[src/rtl/mem_stage_ctrl.sv]
// MEM-stage controller: issues one dcache access per EX/MEM op, stalls until dhit,
// holds returned load data across external stalls, and tracks halt plus error flags.
module mem_stage_ctrl #(
  parameter int unsigned CNT_W   = 16,
  parameter int unsigned TIMEOUT = 64
) (
  input  logic             CLK,
  input  logic             RST,
  input  logic             dMemREN_out,
  input  logic             dMemWEN_out,
  input  logic             Halt_out,
  input  logic [31:0]      aluOutport_out,
  input  logic [31:0]      rdat2_out,
  input  logic             pipe_hold,
  input  logic             dhit,
  input  logic [31:0]      dmemload,
  output logic             dmemREN,
  output logic             dmemWEN,
  output logic [31:0]      dmemaddr,
  output logic [31:0]      dmemstore,
  output logic [31:0]      load_data,
  output logic             mem_stall,
  output logic             exmem_writeEN,
  output logic             memwb_writeEN,
  output logic             memwb_flush,
  output logic             halt,
  output logic             misaligned,
  output logic             both_err,
  output logic             timeout,
  output logic [CNT_W-1:0] stall_cycles
);

  localparam int unsigned WD_W = $clog2(TIMEOUT + 1);

  typedef enum logic [1:0] {IDLE, WAIT, DONE, HALTED} state_e;

  state_e            state_q, state_d;
  logic [31:0]       load_q, load_d;
  logic [WD_W-1:0]   wd_q, wd_d;
  logic [CNT_W-1:0]  stall_q, stall_d;
  logic              timeout_q, timeout_d;
  logic              mis_q, mis_d;
  logic              both_q, both_d;

  logic halted, op, wr, rd, req_phase, stall_int;

  always_comb begin
    halted    = (state_q == HALTED);
    op        = (dMemREN_out | dMemWEN_out) & ~halted;
    wr        = dMemWEN_out;
    rd        = dMemREN_out & ~dMemWEN_out;
    req_phase = (state_q == IDLE) || (state_q == WAIT);
    stall_int = op & ~dhit & (state_q != DONE);
  end

  // Outputs are forced to their reset values while RST is high so a request
  // in flight drops the instant reset asserts, not at the next clock.
  always_comb begin
    dmemREN       = op & req_phase & rd & ~RST;
    dmemWEN       = op & req_phase & wr & ~RST;
    dmemaddr      = RST ? '0 : {aluOutport_out[31:2], 2'b00};
    dmemstore     = RST ? '0 : rdat2_out;
    mem_stall     = stall_int & ~RST;
    memwb_flush   = stall_int & ~RST;
    exmem_writeEN = RST | ~(stall_int | pipe_hold | halted);
    memwb_writeEN = RST | ~pipe_hold | stall_int;
    load_data     = '0;
    if (!RST) begin
      if (dhit && req_phase) load_data = dmemload;
      else if (state_q == DONE) load_data = load_q;
    end
    halt          = halted;
    misaligned    = mis_q;
    both_err      = both_q;
    timeout       = timeout_q;
    stall_cycles  = stall_q;
  end

  always_comb begin
    state_d   = state_q;
    load_d    = load_q;
    wd_d      = '0;
    stall_d   = stall_q;
    timeout_d = timeout_q;
    mis_d     = mis_q | (op & (aluOutport_out[1:0] != 2'b00));
    both_d    = both_q | (op & dMemREN_out & dMemWEN_out);

    unique case (state_q)
      IDLE: begin
        if (op) begin
          if (dhit) begin
            load_d  = dmemload;
            state_d = pipe_hold ? DONE : IDLE;
          end else begin
            state_d = WAIT;
          end
        end else if (Halt_out && !pipe_hold) begin
          state_d = HALTED;
        end
      end
      WAIT: begin
        if (dhit) begin
          load_d  = dmemload;
          state_d = pipe_hold ? DONE : IDLE;
        end
      end
      DONE: begin
        if (!pipe_hold) state_d = IDLE;
      end
      HALTED: state_d = HALTED;
      default: state_d = IDLE;
    endcase

    // Watchdog counts only unbroken WAIT cycles without a hit; it saturates at TIMEOUT.
    if (state_q == WAIT && !dhit) begin
      wd_d = (wd_q == WD_W'(TIMEOUT)) ? wd_q : wd_q + WD_W'(1);
      if (int'(wd_q) + 1 >= int'(TIMEOUT)) timeout_d = 1'b1;
    end

    if (stall_int && !(&stall_q)) stall_d = stall_q + CNT_W'(1);
  end

  always_ff @(posedge CLK or posedge RST) begin
    if (RST) begin
      state_q   <= IDLE;
      load_q    <= '0;
      wd_q      <= '0;
      stall_q   <= '0;
      timeout_q <= 1'b0;
      mis_q     <= 1'b0;
      both_q    <= 1'b0;
    end else begin
      state_q   <= state_d;
      load_q    <= load_d;
      wd_q      <= wd_d;
      stall_q   <= stall_d;
      timeout_q <= timeout_d;
      mis_q     <= mis_d;
      both_q    <= both_d;
    end
  end

endmodule

[config.mk]
export PLATFORM = sky130hd
export DESIGN_NAME = mem_stage_ctrl
export DESIGN_NICKNAME = d
export VERILOG_FILES = /design/src/rtl/mem_stage_ctrl.sv
export SDC_FILE = /design/constraint.sdc
export NUM_CORES = 1
export LEC_CHECK = 0
export BUFFER_PORTS_ARGS = -buffer_cell sky130_fd_sc_hd__buf_4
export CAP_MARGIN = 20
export CORE_ASPECT_RATIO = 0.6
export CORE_UTILIZATION = 43
export CTS_CLUSTER_SIZE = 20
export DETAILED_ROUTE_END_ITERATION = 8
export GPL_ROUTABILITY_DRIVEN = 0
export GPL_TIMING_DRIVEN = 1
export PLACE_DENSITY = 0.81
export REMOVE_ABC_BUFFERS = 1
export SLEW_MARGIN = 40
export SYNTH_ARGS = -nofsm -noshare
export SYNTH_HDL_FRONTEND = slang
export SYNTH_SLANG_ARGS = --single-unit
[constraint.sdc]
create_clock -name CLK -period 2.71 [get_ports CLK]
set_input_delay 0.271 -clock CLK [delete_from_list [all_inputs] [get_ports CLK]]
set_output_delay 0.271 -clock CLK [all_outputs]
set_load 0.005 [all_outputs]
== Word level (Yosys, flattened, before mapping) ==
Index checks and enable logic that the tools add are counted.

* $add $sub $neg: 3
* $lt $le $gt $ge: 1
* Equal/unequal tests: 10
* Mux-type cells: 17
* Bitwise logic cells: 27
* Reduce and logical (&&, ||, !) cells: 15

{| class="wikitable"
|+ Operator list
! kind !! number
|-
| $mux 32 || 7
|-
| $pmux 32 s2 || 1
|-
| $add 16x1->16 const B || 1
|-
| $reduce_and 16->1 || 1
|-
| $mux 7 || 2
|-
| $and 1x1->1 || 13
|-
| $mux 2 || 6
|-
| $ne 2x2->1 const B || 5
|-
| $add 7x1->8 const B || 1
|-
| $ge 8x7->1 const B || 1
|-
| $or 1x1->1 || 8
|-
| $pmux 2 s4 || 1
|-
| $add 7x1->7 const B || 1
|-
| $eq 7x7->1 const B || 1
|-
| $not 1->1 || 6
|-
| $eq 2x2->1 const B || 2
|-
| $logic_and 1x1->1 || 4
|-
| $reduce_and 2->1 || 2
|-
| $reduce_bool 2->1 || 2
|-
| $logic_not 1->1 || 3
|-
| $ne 3x2->1 const B || 1
|-
| $reduce_and 3->1 || 1
|-
| $eq 2x1->1 const B || 1
|-
| $logic_not 2->1 || 1
|-
| $logic_or 1x1->1 || 1
|}

* Register bits: 60
* Bits of input ports: 103
* Output and inout port bits: 122
* Logic and storage cells: 80

== Depth between registers and ports, before layout ==
* Depth in word-level cells: 9
* Mapped depth: 7
* Gate-level depth less buffers: 5

== Worst setup path after synthesis ==
Ideal clock, no wire load.

* Path type: input to output
* From: in RST
* To: out memwb_writeEN
* Arrival: 2134 ps
* Data required time: 2439 ps
* Path slack: 305 ps
* Stages: 4
* Path buffers: 2
* Path through: clkbuf_1 clkbuf_1 inv_1 nand3_1

* Cells in the longest elaborated chain, start to end: 2

{| class="wikitable"
|+ RTL lines
! item !! line !! source
|-
| start, declared || 8 || <nowiki>input logic RST,</nowiki>
|-
| $or 1x1->1 (2 in a row) || 66 || <nowiki>memwb_writeEN = RST | ~pipe_hold | stall_int;</nowiki>
|-
| end, declared || 24 || <nowiki>output logic memwb_writeEN,</nowiki>
|}

No other way between the ends.

== Worst setup path in the final report ==
* From: reg state_q[1]
* To: out load_data[31]

* Cells in the longest elaborated chain, start to end: 5
* Elaborated cells between the ends (all ways): 8
* Classes of those cells: eq/ne: 2; mux: 3; reduce/logical: 3

{| class="wikitable"
|+ RTL lines
! item !! line !! source
|-
| start, declared || 37 || <nowiki>state_e state_q, state_d;</nowiki>
|-
| start signal, assigned || 133 || <nowiki>state_q <= state_d;</nowiki>
|-
| $eq 2x1->1 / $logic_not 2->1 (equally long branches) || 52 || <nowiki>req_phase = (state_q == IDLE) || (state_q == WAIT);</nowiki>
|-
| $logic_or 1x1->1 || 52 ||
|-
| $logic_and 1x1->1 || 69 || <nowiki>if (dhit && req_phase) load_data = dmemload;</nowiki>
|-
| $mux 32 * || 69 ||
|-
| $mux 32 * || 68 || <nowiki>if (!RST) begin</nowiki>
|-
| end, declared || 21 || <nowiki>output logic [31:0] load_data,</nowiki>
|}

Every way passes the cells marked *; elsewhere a longest branch is shown, timed or not.

==> impl_metrics.env <==
export IMPL_grt_pass1_wl_um=16300
export IMPL_end_kind="primary output"
export IMPL_finalCritPeriodShare=0.775
export IMPL_period_needed_ns=2.10
export IMPL_postCtsSetupBuffers=0
export IMPL_avgViaCountPerCell=5.05
export IMPL_placed_cells=668
export IMPL_gr_usage_all_layers=0.245
export IMPL_wl_per_cell_um=15.9
export IMPL_drive_gt1_frac=0.480
export IMPL_core_area_sq_mm=0.00791
export IMPL_status="finished clean"
export IMPL_grt_overflow_total=0
export IMPL_yosysTopAreaCell="dfrtp_1"
export IMPL_yosys_area_share_xor_xnor=0.0471
export IMPL_start_util=0.446
export IMPL_drv_slew=0
export IMPL_ir_worst_vdd_v=0.000590
export IMPL_rsz0062_at_grt="no"
export IMPL_synth_area_sq_mm=0.00353
export IMPL_crit_top_cell="buf_4"
export IMPL_post_synth_top_area_fraction=0.425
export IMPL_cts_resized=0
export IMPL_hp_class="in2reg"
export IMPL_synth_seq_cells=60
export IMPL_hp_start="dmemload[13]"
export IMPL_first_iter_violations=186
export IMPL_yosysUniqueCellTypes=41
export IMPL_max_freq_mhz=476
export IMPL_synthTopCellsByArea="dfrtp_1, nor2b_1, mux2_2"
export IMPL_wl_um=10900
export IMPL_syn2layout_area_growth_pct=57.0
export IMPL_tritoncts="built"
export IMPL_synth_edf_count=0
export IMPL_cts_clk_slew_worst_paths_ns=0.05
export IMPL_relSlewSlack=0.509
export IMPL_worstPathCellList="nor2b_2 > buf_4 > a22oi_1 > nor2_1 > buf_4"
export IMPL_synth_fa_ha_area_frac=0.0106
export IMPL_fin_worst_skew_ns=0.00567
export IMPL_yosysMostFrequentCell="nor2b_1"
export IMPL_ys_top_cells_by_count="nor2b_1, dfrtp_1, nor2_1"
export IMPL_p_leak_nw=2.69
export IMPL_cts_root_buf="clkbuf_16"
export IMPL_reg2reg_from="stall_cycles[0]$_DFFE_PP0P_"
export IMPL_pin_count=225
export IMPL_die_area_sq_mm=0.00860
export IMPL_cap_violations=0
export IMPL_p_total_mw=3.93
export IMPL_numCtsBuffers=9
export IMPL_finalNetCount=678
export IMPL_power_density_mw_per_mm2=709
export IMPL_slowest_delay_ns=0.54
export IMPL_worstMarginPinSlew_ns=0.736
export IMPL_worstPathRequired_ns=2.44
export IMPL_port_buffers=222
export IMPL_num_vias=3460
export IMPL_drc_errors=0
export IMPL_synthMuxAreaShare=0.111
export IMPL_die_w_um=119
export IMPL_synth_top_family_by_area="simple AND/OR/NAND/NOR gates"
export IMPL_diodes=0
export IMPL_grt_pass1_vias=3133
export IMPL_async_reset_ff_frac=1.00
export IMPL_ctsHtreeMaxLevel=3
export IMPL_cp_max_fo=32
export IMPL_final_cells=685
export IMPL_cts_sinks=60
export IMPL_avgSynthCellArea_sq_um=9.81
export IMPL_synth_simple_gate_area_share=0.266
export IMPL_startpoint="state_q[1]$_DFFE_PP0P_"
export IMPL_rows=25
export IMPL_ys_flop_type="dfrtp_1"
export IMPL_worstSkewPairLatency_ns=0.32
export IMPL_dp_hpwl_um=8230
export IMPL_grt_antenna_before_repair=0
export IMPL_fin_setup_tns_ns=0
export IMPL_arrival_ns=1.83
export IMPL_synth_compound_area_frac=0.0914
export IMPL_start_kind="register"
export IMPL_setup_viol=0
export IMPL_grt_max_degree=61
export IMPL_drt_first_pass_iters=5
export IMPL_hold_slack_ns=0.178
export IMPL_worst_setup_path_type="reg2out"
export IMPL_netlist_instances=360
export IMPL_ant_nets=0
export IMPL_synth_warnings=0
export IMPL_hold_viol=0
export IMPL_clock_path_buffers=2
export IMPL_crit_slowest_cell="dfrtp_1"
export IMPL_place_ws_ns=0.771
export IMPL_yosysSeqAreaShare=0.425
export IMPL_postCtsHoldBufs=0
export IMPL_layout_setup_ws_ns=0.611
export IMPL_fp_dieH_um=72.2
==> metrics by stage <==
| step | util | cell area (sq um) |
|---|---|---|
| after floorplan | - | 3380 |
| after global placement | 0.663 | 5250 |
| after detailed placement | 0.665 | 5260 |
| after CTS | 0.698 | 5530 |
| after global routing | 0.701 | 5550 |
| final | 0.701 | 5550 |
==> final timing paths <==
| path | cells after the start | slack [ns] | to |
|---|---|---|---|
| max in group asynchronous | 4 | 2.00 | load_q[13]$_DFFE_PP0P_ |
| max | 5 | 0.61 | load_data[31] |
| max reg2reg | 6 | 0.77 | stall_cycles[15]$_DFFE_PP0P_ |
| min in group asynchronous | 3 | 0.21 | stall_cycles[5]$_DFFE_PP0P_ |
| min | 2 | 0.18 | load_q[13]$_DFFE_PP0P_ |
| min reg2reg | 1 | 0.48 | both_err$_DFF_PP0_ |
==> worst max-delay path: cells and delay by family (launching register included) <==
kind            cells  cell delay (ns)
flops               1             0.54
buf+inv             2             0.47
simple gates        2             0.37
compound gates      1             0.12
==> flip-flops by register name (all words and copies together) (netlist names) <==
name / cells
load_q: 32
both_err: 1
misaligned: 1
wd_q: 7
stall_cycles: 16
timeout: 1
state_q: 2
==> power by group <==
group	total, mW	internal (mW)	switching (mW)
logic	1.45	0.813	0.641
registers	1.48	1.21	0.265
clock network	1.00	0.640	0.360
==> layout make-up <==
class | count | area, sq um
multi-input cells | 268 | 1880
flip-flops and latches | 60 | 1500
well taps | 108 | 135
clock inverters | 2 | 10.0
inverters | 4 | 15.0
clock buffers | 14 | 254
repair buffers | 229 | 1750
fillers | 619 | 2370
==> placed cells by master (no fill, tap or decap), drive strengths merged <==
cell | netlist | layout
nor2b | 65 | 65
nand3 | 11 | 11
nand2 | 10 | 10
a22oi | 32 | 32
mux2i | 1 | 1
nor3 | 5 | 5
nand4 | 5 | 5
xnor2 | 3 | 3
o21bai | 2 | 2
clkinv | 0 | 2
clkbuf | 19 | 14
ha | 3 | 3
nand2b | 2 | 2
conb | 1 | 2
a21oi | 2 | 2
a21o | 1 | 1
buf | 10 | 229
a31o | 2 | 2
nand3b | 1 | 1
dfrtp | 60 | 60
nor3b | 4 | 4
and4 | 1 | 1
o21ai | 4 | 4
nor4b | 4 | 4
nor2 | 47 | 47
inv | 4 | 4
nor4 | 7 | 7
mux2 | 34 | 34
nand4b | 1 | 1
or3 | 1 | 1
xor2 | 16 | 16
nor4bb | 1 | 1
o311ai | 1 | 1
==> metal layers <==
metal  share of wire  vias up  track usage
met3           0.060        6       0.0621
met4          0.0084        0       0.0731
met2            0.46      130        0.362
met1            0.47     1666        0.355
met5               0        -            0
li1                -     1658            -
==> cells by family after synthesis <==
group	after synthesis
xor gates and xnor gates	19
and+or+nand+nor	165
DFF	60
adders and majority gates	3
buffers and inverters	33
muxes	35
AOI/OAI and AO/OA	44
other	1
Power figures use the tool's default switching activity.
